===== src/rtl/fetch_ctrl_pkg.sv =====
// Shared types and constants for the IF-stage fetch controller.
package fetch_ctrl_pkg;

    localparam int WIDTH   = 32;
    localparam int PC_STEP = 4;

    typedef enum logic [1:0] {IDLE, REQ, WAIT} fetch_state_t;

endpackage


===== src/rtl/fetch_ctrl.sv =====
// IF-stage fetch controller: owns the fetch PC, issues one outstanding IMEM
// request at a time, and drops responses made stale by an EX redirect.
//
// state | meaning
// IDLE  | one cycle after reset, IMEM responses ignored
// REQ   | launch a request (when allowed) and hold it until granted
// WAIT  | request granted, waiting for the single response
module fetch_ctrl
    import fetch_ctrl_pkg::*;
#(
    parameter logic [WIDTH-1:0] RESET_PC = '0
) (
    input  logic             clk,
    input  logic             rst,
    input  logic             stall_i,
    input  logic             redirect_valid,
    input  logic [WIDTH-1:0] redirect_pc,
    output logic             imem_req,
    output logic [WIDTH-1:0] imem_addr,
    input  logic             imem_gnt,
    input  logic             imem_rvalid,
    input  logic [WIDTH-1:0] imem_rdata,
    output logic [WIDTH-1:0] next_pc,
    output logic             fetch_valid,
    output logic [WIDTH-1:0] fetched_instr,
    output logic             fetched_valid
);

    fetch_state_t     r_state;
    fetch_state_t     w_state_nxt;
    logic [WIDTH-1:0] r_pc;
    logic [WIDTH-1:0] r_req_addr;
    logic             r_req_active;
    logic             r_kill;
    logic [WIDTH-1:0] r_next_pc;
    logic             r_fetch_valid;
    logic [WIDTH-1:0] r_fetched_instr;
    logic             r_fetched_valid;

    logic             w_req;
    logic             w_launch;
    logic             w_gnt_fire;
    logic             w_rsp;
    logic             w_deliver;
    logic             w_in_flight;
    logic [WIDTH-1:0] w_redirect_pc;

    assign w_redirect_pc = redirect_pc & ~WIDTH'(3);

    always_comb begin
        w_state_nxt = r_state;
        w_req       = 1'b0;
        w_launch    = 1'b0;
        w_gnt_fire  = 1'b0;
        w_rsp       = 1'b0;
        w_deliver   = 1'b0;
        w_in_flight = 1'b0;
        case (r_state)
            IDLE: w_state_nxt = REQ;
            REQ: begin
                w_req       = r_req_active;
                w_launch    = !r_req_active && !stall_i && !redirect_valid;
                w_gnt_fire  = r_req_active && imem_gnt;
                w_in_flight = r_req_active;
                if (w_gnt_fire) w_state_nxt = WAIT;
            end
            WAIT: begin
                w_in_flight = 1'b1;
                w_rsp       = imem_rvalid;
                w_deliver   = imem_rvalid && !r_kill && !redirect_valid;
                if (imem_rvalid) w_state_nxt = REQ;
            end
            default: w_state_nxt = IDLE;
        endcase
    end

    always_ff @(posedge clk) begin
        if (rst) r_state <= IDLE;
        else     r_state <= w_state_nxt;
    end

    // The request address is captured at launch so a redirect cannot move
    // imem_addr while the request is still waiting for its grant.
    always_ff @(posedge clk) begin
        if (rst) begin
            r_pc         <= RESET_PC;
            r_req_addr   <= '0;
            r_req_active <= 1'b0;
            r_kill       <= 1'b0;
        end else begin
            if (w_launch) begin
                r_req_active <= 1'b1;
                r_req_addr   <= r_pc;
            end else if (w_gnt_fire) begin
                r_req_active <= 1'b0;
            end

            if (redirect_valid)  r_pc <= w_redirect_pc;
            else if (w_deliver)  r_pc <= r_req_addr + WIDTH'(PC_STEP);

            if (w_rsp)                              r_kill <= 1'b0;
            else if (redirect_valid && w_in_flight) r_kill <= 1'b1;
        end
    end

    always_ff @(posedge clk) begin
        if (rst) begin
            r_next_pc       <= '0;
            r_fetch_valid   <= 1'b0;
            r_fetched_instr <= '0;
            r_fetched_valid <= 1'b0;
        end else begin
            r_fetch_valid   <= w_gnt_fire && !r_kill && !redirect_valid;
            r_fetched_valid <= w_deliver;
            if (w_gnt_fire) r_next_pc       <= r_req_addr;
            if (w_deliver)  r_fetched_instr <= imem_rdata;
        end
    end

    assign imem_req      = w_req;
    assign imem_addr     = w_req ? r_req_addr : '0;
    assign next_pc       = r_next_pc;
    assign fetch_valid   = r_fetch_valid;
    assign fetched_instr = r_fetched_instr;
    assign fetched_valid = r_fetched_valid;

endmodule


===== config.mk =====
export PLATFORM = sky130hd
export DESIGN_NAME = fetch_ctrl
export DESIGN_NICKNAME = d
export VERILOG_FILES = /design/src/rtl/fetch_ctrl_pkg.sv /design/src/rtl/fetch_ctrl.sv
export SDC_FILE = /design/constraint.sdc
export NUM_CORES = 1
export LEC_CHECK = 0
export ABC_AREA = 1
export ABC_CLOCK_PERIOD_IN_PS = 1560
export BUFFER_PORTS_ARGS = -buffer_cell sky130_fd_sc_hd__buf_2
export CAP_MARGIN = 20
export CORE_MARGIN = 5
export CORE_UTILIZATION = 39
export CTS_BUF_LIST = sky130_fd_sc_hd__clkbuf_8
export CTS_CLUSTER_DIAMETER = 60
export DETAILED_ROUTE_END_ITERATION = 10
export PLACE_DENSITY = 0.66
export SLEW_MARGIN = 20
export SYNTH_ARGS = -nofsm -noshare
export SYNTH_HDL_FRONTEND = slang
export SYNTH_SLANG_ARGS = --single-unit

===== constraint.sdc =====
create_clock -name clk -period 1.56 [get_ports clk]
set_clock_uncertainty 0.15 [all_clocks]
set_input_delay 0.234 -clock clk [delete_from_list [all_inputs] [get_ports clk]]
set_output_delay 0.234 -clock clk [all_outputs]
set_load 0.02 [all_outputs]

==> qor.yml <==
synth_mux_area_share_pct: 0
gp_congestion: 0.903
rows: 44
finalSetupTns_ns: -27.97
grt_util_all_layers_pct: 22.3
synthDominantCellAreaShare_pct: 45.6
place_hpwl_mm: 12.7
die_height_um: 133
placed_area_um2: 7130
htree_levels: 4
cts_tree: "built"
syn_area_per_cell_um2: 6.91
synth_top_family_by_area: "simple AND/OR/NAND/NOR gates"
area_growth_pct: 57.1
pin_count: 169
hp-class: "input pin to flop"
r2r_start: "r_state[0]"
remaining_drc_errors: 0
synth_area_um2: 5880
min_path_cells: 3
yosys.area_share.simple_pct: 29.7
grt_pass1_vias: 6408
min_to: "r_state[1]"
num_vias: 6541
ant_nets: 0
antenna_found_initial: 0
relSlewSlack_pct: 68.5
violations: "negative setup slack"
holdWs_ns: 0.0443
drv_cap: 0
setup_ws_ns: -0.344
final_area_um2: 9240
irDropWorstVdd_uv: 934
fin_crit_sh_pct: 122
synth-adder-area-share_pct: 1.06
diodes: 0
yosys_warnings: 0
clkLatencyLatePin_ns: 0.45
regArea_um2: 2690
worstPathArrival_ns: 1.52
wire_per_inst_um: 15.8
criticalPathCategory: "flop to output pin"
place_inst: 1194
port_buffers: 166
synth-compound-area-share_pct: 15.2
timing.fmax_mhz: 525
seq_area_frac_synth_pct: 45.6
min_from: "imem_rvalid"
clock_path_buffers: 2
end_kind: "output pin"
grt_max_degree: 46
core_area_um2: 14600
status: "finished with violations"
synth.most_common_cell: "nand2_1"
die_w_um: 133
hold_viol: 0
ys_types: 27
layout.cells.non_filler: 1318
start_util_pct: 40.1
routed_via_density: 4.96
worstSetupStartpointType: "flop"
drt-initial-drc-count: 459
grt_pass1_wl_mm: 32.0
numClockSinks: 134
crit_fanout: 14
synth_xor_xnor_area_share_pct: 0
ys.flop_type: "dfxtp_1"
setup_viol: 131
drive_gt1_share_pct: 32.4
firstDrtPassIters: 5
power.density_nw_per_um2: 1010
netlist_top_cells_area: "dfxtp_1, nand2_1, o21ai_0"
synth_edf_count: 0
wl_mm: 20.8
syn_nets: 926
synth_largest_area_cell: "dfxtp_1"
ys_ff_latch: 134
reg2reg_depth: 11
worst_slew_pin_slew_ns: 0.471
r2r_end: "r_pc[10]"
cts-buffers-inserted: 17
post-place-ws_ns: -0.100
rrSetupSlack_ns: -0.32
slew_viol_final: 0
syn_inst: 851
die-area_um2: 17600
rsz0062_at_grt: "yes"
p_leak_nw: 4.04
path_clk_slew_ns: 0.07
yosys-top-cells-count: "nand2_1, dfxtp_1, nor2_1"
multi_input_comb_area_um2: 3050
async_flop_share_pct: 0
cts_root_buf: "clkbuf_8"
fillCellCount: 1248
required_ns: 1.18
final_nets: 1196
finalCriticalPeriod_ns: 1.90
gr-total-overflow: 0
## worst max-delay path by stage
| stage | slack, ns | from | depth (start not counted) | endpoint |
|---|---|---|---|---|
| after floorplan | -0.006 | r_state[1] | 5 | imem_addr[22] |
| after global placement | -0.03 | r_state[0] | 11 | r_pc[12] |
| after detailed placement | -0.10 | r_state[0] | 11 | r_pc[16] |
| after CTS | -0.37 | r_state[1] | 6 | imem_addr[14] |
| after global routing | -0.43 | r_state[1] | 6 | imem_addr[7] |
| final | -0.34 | r_state[1] | 6 | imem_addr[7] |
## kinds of logic after synthesis
kind of cell             Yosys count
adder cells (fa/ha/maj)            5
AO/OA/AOI/OAI                    175
AND/OR/NAND/NOR                  420
flip-flops                       134
buffers and inverters            117
## sequential cells by signal, summed over array words and instances, names as in the netlist
register / cells
r_pc: 32
r_req_addr: 32
fetched_instr: 32
next_pc: 32
r_state: 2
r_req_active: 1
fetched_valid: 1
r_kill: 1
fetch_valid: 1
## critical path, stage by stage (launching register included)
cell	delay [ns]
dfxtp_2	0.33
inv_2	0.07
ha_4	0.16
nand2_8	0.09
buf_12	0.17
nor2_1	0.10
buf_4	0.15
## routing by layer
| metal | vias up | global-route usage, % | routed length, um |
|---|---|---|---|
| met5 | - | 0 | 0 |
| met4 | 0 | 8.14 | 547 |
| met3 | 38 | 8.09 | 1590 |
| met2 | 229 | 37.1 | 10000 |
| met1 | 2994 | 26.4 | 8700 |
| li1 | 3280 | - | - |
## per-stage QoR
step | total power, W | util [%]
floorplan | 0.00491 | -
global placement | 0.00547 | 48.7
detailed placement | 0.00550 | 48.7
CTS | 0.00898 | 59.5
global route | 0.00974 | 63.1
finish | 0.00932 | 63.1
## cell type report
| class | instances | area share (%) |
|---|---|---|
| clock buffer | 18 | 2.68 |
| sequential | 134 | 29.1 |
| tap | 184 | 2.49 |
| timing repair buffer | 294 | 27.6 |
| inverter | 72 | 3.14 |
| timing repair inverter | 2 | 0.271 |
| clock inverter | 14 | 1.72 |
| multi-input combinational | 600 | 33.0 |
## timing repair
action | 4_1_cts | 5_1_grt
gates resized for setup | 147 | 107
pin swaps | 3 | 4
gates cloned | 9 | 6
endpoints found under the hold margin | 62 | 0
hold buffers | 62 | 0
setup endpoints to repair | 81 | 158
buffers inserted | 5 | 10
## report_power, final
part           internal, W  leakage [nW]  switching, W
Combinational      0.00107          2.75       0.00127
Sequential         0.00372          1.09      0.000230
Clock              0.00161         0.206       0.00141
Total              0.00640          4.04       0.00291
## cells in the final DEF (no fill, tap or decap), drive strengths merged
cell / n
a21oi: 43
a31oi: 6
buf: 225
bufbuf: 2
bufinv: 3
clkbuf: 23
clkinv: 6
clkinvlp: 3
dfxtp: 134
dlygate4sd3: 62
ha: 5
inv: 76
nand2: 200
nand3: 70
nand3b: 2
nand4: 1
nor2: 144
nor3: 2
o211ai: 3
o21a: 1
o21ai: 122
or2: 1
No activity file was read; power rests on OpenSTA's default activity.
